## config.mk

```make
export PLATFORM = sky130hd
export DESIGN_NAME = otter_fetch_unit
export DESIGN_NICKNAME = d
export VERILOG_FILES = /design/src/rtl/otter_fetch_unit_pkg.sv /design/src/rtl/otter_sync_fifo.sv /design/src/rtl/otter_fetch_unit.sv
export SDC_FILE = /design/constraint.sdc
export NUM_CORES = 1
export LEC_CHECK = 0
export CORE_UTILIZATION = 45
export DETAILED_ROUTE_END_ITERATION = 16
export HOLD_SLACK_MARGIN = 0.1
export PLACE_DENSITY = 0.69
export SLEW_MARGIN = 10
export SYNTH_ARGS = -nofsm -noshare
export SYNTH_HDL_FRONTEND = slang
export SYNTH_HIERARCHICAL = 1
export SYNTH_SLANG_ARGS = --single-unit
```

## constraint.sdc

```tcl
create_clock -name CLK -period 5.5 [get_ports CLK]
set_input_delay 0.55 -clock CLK [delete_from_list [all_inputs] [get_ports CLK]]
set_output_delay 0.55 -clock CLK [all_outputs]
set_load 0.03 [all_outputs]
```

## src/rtl/otter_fetch_unit_pkg.sv

```systemverilog
// Shared types for the OTTER fetch front end: queue entry layout and the
// request-tracking state of the fetch engine.
package otter_fetch_unit_pkg;

  localparam int XLEN_DEFAULT = 32;

  typedef struct packed {
    logic [XLEN_DEFAULT-1:0] pc;
    logic [XLEN_DEFAULT-1:0] ir;
  } fetch_entry_t;

  // FS_PEND: request outstanding; FS_DROP: outstanding response is stale
  typedef enum logic [1:0] {
    FS_IDLE = 2'd0,
    FS_PEND = 2'd1,
    FS_DROP = 2'd2
  } fetch_state_t;

endpackage

```

## src/rtl/otter_sync_fifo.sv

```systemverilog
// Single-clock first-word-fall-through queue; head entry reads as zero when
// empty and clear takes priority over push and pop.
module otter_sync_fifo #(
  parameter int WIDTH = 64,
  parameter int DEPTH = 4
) (
  input  logic                       CLK,
  input  logic                       RESET_N,
  input  logic                       push,
  input  logic [WIDTH-1:0]           push_data,
  input  logic                       pop,
  input  logic                       clear,
  output logic [WIDTH-1:0]           head_data,
  output logic                       full,
  output logic                       empty,
  output logic [$clog2(DEPTH+1)-1:0] count
);

  localparam int AW = $clog2(DEPTH);
  localparam int CW = $clog2(DEPTH+1);

  logic [WIDTH-1:0] mem [DEPTH];
  logic [AW-1:0]    head_reg;
  logic [AW-1:0]    tail_reg;
  logic [CW-1:0]    count_reg;
  logic             do_push;
  logic             do_pop;

  assign do_push = push && !clear;
  assign do_pop  = pop && !clear && (count_reg != '0);

  always_ff @(posedge CLK) begin
    if (do_push) begin
      mem[tail_reg] <= push_data;
    end
  end

  always_ff @(posedge CLK) begin
    if (!RESET_N || clear) begin
      head_reg  <= '0;
      tail_reg  <= '0;
      count_reg <= '0;
    end else begin
      if (do_push) begin
        tail_reg <= tail_reg + AW'(1);
      end
      if (do_pop) begin
        head_reg <= head_reg + AW'(1);
      end
      case ({do_push, do_pop})
        2'b10:   count_reg <= count_reg + CW'(1);
        2'b01:   count_reg <= count_reg - CW'(1);
        default: count_reg <= count_reg;
      endcase
    end
  end

  assign empty     = (count_reg == '0);
  assign full      = (count_reg == CW'(DEPTH));
  assign count     = count_reg;
  assign head_data = empty ? '0 : mem[head_reg];

  a_no_overflow: assert property (@(posedge CLK) disable iff (!RESET_N)
    !(push && full && !pop && !clear));

endmodule

```

## src/rtl/otter_fetch_unit.sv

```systemverilog
// Instruction-fetch front end: issues word requests over req/ack, queues
// {pc, ir} pairs for decode and handles redirects with stale-response drop.
module otter_fetch_unit
  import otter_fetch_unit_pkg::*;
#(
  parameter int               XLEN      = 32,
  parameter int               DEPTH     = 4,
  parameter logic [XLEN-1:0]  RESET_VEC = '0
) (
  input  logic            CLK,
  input  logic            RESET_N,
  output logic            IMEM_REQ,
  output logic [XLEN-1:0] IMEM_ADDR,
  input  logic            IMEM_ACK,
  input  logic [XLEN-1:0] IMEM_RDATA,
  input  logic            REDIRECT,
  input  logic [XLEN-1:0] REDIRECT_PC,
  output logic            IF_VALID,
  input  logic            IF_READY,
  output logic [XLEN-1:0] IF_PC,
  output logic [XLEN-1:0] IF_IR
);

  localparam int CW = $clog2(DEPTH+1);

  fetch_state_t    state_reg;
  fetch_state_t    state_next;
  logic [XLEN-1:0] fetch_pc_reg;
  logic [XLEN-1:0] fetch_pc_next;
  logic [XLEN-1:0] req_addr_reg;
  logic [XLEN-1:0] redirect_target;
  logic            redirect_lsb_unused;

  logic            pending;
  logic            drop;
  logic            imem_fire;
  logic            push;
  logic            pop;
  logic            slot_free;
  logic [CW:0]     occupancy;

  logic [2*XLEN-1:0] push_data;
  logic [2*XLEN-1:0] head_data;
  logic              fifo_full;
  logic              fifo_empty;
  logic [CW-1:0]     fifo_count;

  assign pending = (state_reg != FS_IDLE);
  assign drop    = (state_reg == FS_DROP);

  assign redirect_target     = {REDIRECT_PC[XLEN-1:2], 2'b00};
  assign redirect_lsb_unused = |REDIRECT_PC[1:0];

  // A new request needs a queue slot reserved for its response
  assign occupancy = {1'b0, fifo_count} + {{CW{1'b0}}, pending};
  assign slot_free = (occupancy < (CW+1)'(DEPTH));

  assign IMEM_REQ  = RESET_N && (pending || slot_free);
  assign IMEM_ADDR = pending ? req_addr_reg : fetch_pc_reg;
  assign imem_fire = IMEM_REQ && IMEM_ACK;

  assign push      = imem_fire && !drop && !REDIRECT;
  assign pop       = IF_VALID && IF_READY && !REDIRECT;
  assign push_data = {IMEM_ADDR, IMEM_RDATA};

  always_comb begin
    state_next    = state_reg;
    fetch_pc_next = fetch_pc_reg;
    case (state_reg)
      FS_IDLE: begin
        if (IMEM_REQ && !IMEM_ACK) begin
          state_next = REDIRECT ? FS_DROP : FS_PEND;
        end
      end
      FS_PEND: begin
        if (imem_fire) begin
          state_next = FS_IDLE;
        end else if (REDIRECT) begin
          state_next = FS_DROP;
        end
      end
      FS_DROP: begin
        if (imem_fire) begin
          state_next = FS_IDLE;
        end
      end
      default: state_next = FS_IDLE;
    endcase

    // Redirect target outranks the sequential successor of any response
    if (REDIRECT) begin
      fetch_pc_next = redirect_target;
    end else if (imem_fire && !drop) begin
      fetch_pc_next = IMEM_ADDR + XLEN'(4);
    end
  end

  always_ff @(posedge CLK) begin
    if (!RESET_N) begin
      state_reg    <= FS_IDLE;
      fetch_pc_reg <= RESET_VEC;
      req_addr_reg <= RESET_VEC;
    end else begin
      state_reg    <= state_next;
      fetch_pc_reg <= fetch_pc_next;
      if (state_reg == FS_IDLE) begin
        req_addr_reg <= fetch_pc_reg;
      end
    end
  end

  otter_sync_fifo #(
    .WIDTH (2*XLEN),
    .DEPTH (DEPTH)
  ) u_queue (
    .CLK       (CLK),
    .RESET_N   (RESET_N),
    .push      (push),
    .push_data (push_data),
    .pop       (pop),
    .clear     (REDIRECT),
    .head_data (head_data),
    .full      (fifo_full),
    .empty     (fifo_empty),
    .count     (fifo_count)
  );

  assign IF_VALID = !fifo_empty;
  assign IF_PC    = head_data[2*XLEN-1:XLEN];
  assign IF_IR    = head_data[XLEN-1:0];

  a_reserved_slot: assert property (@(posedge CLK) disable iff (!RESET_N)
    pending |-> !fifo_full);

endmodule
```

==> impl_metrics.csv <==
group,metric,value,unit
placement,dp_hpwl,18600,um
setup_path,end_kind,"flip-flop",
power_and_ir_drop,p_sw,1.17,mW
setup_path,r2r_slack,1.56,ns
clock_network,numCtsBuffers,37,
hold_path,min_delay_path_depth,2,
layout,fillerInstances,2391,
clock_network,cts_tree,"yes",
die,die-width,177,um
detailed_routing,wire_per_inst,20.4,um
layout,final_cell_mix,"edfxtp_1 (256), clkdlybuf4s50_1 (164), dfxtp_1 (73)",
global_routing,grt-ovfl-total,0,
die,num_io_pins,167,
sta,slew_violations,0,
power_and_ir_drop,powerDensity,321,nW/um2
yosys,netlist_area,13900,um2
detailed_routing,antenna_left,0,
clock_network,cts_buffer_depth,3,
power_and_ir_drop,power.leakage,5.67,nW
setup_path,critPathRequiredTime,5.90,ns
detailed_routing,viasPerCell,5.57,
sta,tightest_slew,1.01,ns
global_routing,first_global_vias,8397,
layout,finalNetCount,1168,
hold_path,hp-start,"u_queue/head_reg[1]",
global_routing,grt_pass1_wl,47600,um
clock_network,cts_resized,0,
power_and_ir_drop,p_comb_frac,0.065,
yosys,synth_cells,924,
setup_path,r2r_end,"fetch_pc_reg[30]",
outcome,status,"completed",
yosys,synth_nets,1000,
yosys,yosys_warnings,6,
detailed_routing,drtPass1Iterations,5,
layout,final_common_cell,"edfxtp_1",
setup_path,cp-startpoint,"state_reg[0]",
detailed_routing,drc,0,
setup_path,critPathMaxFanout,20,
die,rows,63,
setup_path,arrival,4.34,ns
setup_path,path_class,"reg2reg",
die,fp.dieH,177,um
layout,syn_to_final_growth,23.2,%
die,coreArea,30000,um2
detailed_routing,num_vias,8400,
clock_network,insertion_delay,0.53,ns
clock_network,postCtsSetupRepairBufs,0,
sta,tns,0,ns
power_and_ir_drop,vdd_drop_max,266,uV
global_routing,grtUsageTotal,0.199,
global_routing,grt_max_degree,68,
yosys,syn_avg_cell_area,15.0,um2
clock_network,clk_pin_slew_worst_paths,0.06,ns
detailed_routing,drt-initial-drc-count,632,
die,die-area,31500,um2
die,initial_core_util,0.462,
clock_network,cts-root-buf,"clkbuf_16",
placement,io_buffers,164,
clock_network,cts_hold_buf,0,
flow_run,maxCapViolations,0,
sta,hold_violations,0,
setup_path,worstReg2RegStart,"state_reg[0]",
sta,rsz0062_at_grt,"false",
sta,final-setup-viol-count,0,
power_and_ir_drop,p_seq_frac,0.504,
setup_path,cp-endpoint,"fetch_pc_reg[30]",
sta,slew_headroom,0.325,
global_routing,antenna_found_initial,0,
detailed_routing,wirelength,30800,um
power_and_ir_drop,pwr-share-clk,0.432,
sta,period_needed,3.94,ns
setup_path,reg2regPathDepth,10,
layout,finish.utilization,0.570,
setup_path,startpoint_type,"flip-flop",
power_and_ir_drop,swShare,0.213,
layout,drive_gt1_frac,0.148,
sta,hold_ws,0.487,ns
layout,largest_reg_flops,256,
placement,routabilityCongestion,0.852,
sta,worst_clock_skew,0.0327,ns
clock_network,cts.sinks,331,
layout,n_antenna_cell,0,
hold_path,hp-class,"reg2reg",
sta,fmax,254,MHz
sta,min_period_over_period,0.716,
power_and_ir_drop,intPower,4.31,mW
clock_network,htree_levels,2,
## per-stage QoR
| step | instance area (um2) | setup WS [ns] | instances | power [mW] |
|---|---|---|---|---|
| floorplan | 13900 | 1.66 | 924 | 3.00 |
| global placement | 15900 | 1.74 | 1443 | 3.16 |
| detailed placement | 15900 | 1.61 | 1443 | 3.16 |
| CTS | 17100 | 1.55 | 1507 | 5.53 |
| global route | 17100 | 1.27 | 1507 | 5.66 |
| finish | 17100 | 1.56 | 1507 | 5.48 |
## cell type report
cell class / count / area [um2] / area share
Clock buffer: 47 / 1000 / 0.0588
Clock inverter: 17 / 166 / 0.00975
Inverter: 30 / 113 / 0.00660
Multi-Input combinational cell: 506 / 4270 / 0.250
Sequential cell: 331 / 9200 / 0.539
Tap cell: 390 / 488 / 0.0286
Timing Repair Buffer: 186 / 1830 / 0.107
## how the worst min path moves through the flow
stage                      endpoint  slack [ns]
floorplan           req_addr_reg[3]        0.46
global placement          flip-flop        0.46
CTS                       flip-flop        0.49
detailed placement        flip-flop        0.48
global route        fetch_pc_reg[2]        0.52
finish                    flip-flop        0.49
## critical path, stage by stage (launching register included)
cell	delay [ns]
dfxtp_1	0.65
or2_2	0.54
mux2i_1	0.19
inv_1	0.20
ha_1	0.51
nand2_1	0.10
nor3_1	0.39
o2111ai_1	0.20
buf_4	0.23
or4_1	0.51
a32o_1	0.28
## power groups by stage
stage | clock (mW) | combinational, mW | sequential (mW)
final | 2.36 | 0.354 | 2.76
after global routing | 2.51 | 0.381 | 2.76
after floorplan | 0 | 0.196 | 2.81
after CTS | 2.42 | 0.356 | 2.76
after detailed placement | 0 | 0.354 | 2.81
after global placement | 0 | 0.349 | 2.81
## per-layer routing
layer  routed length (um)  GRT usage  up-vias
met3                 2230     0.0371       46
met4                  529     0.0495        0
met1                13200      0.274     4156
met5                    0          0        -
li1                     -          -     3885
met2                14900      0.325      313
Note: power is estimated with default switching activity, not from simulation.
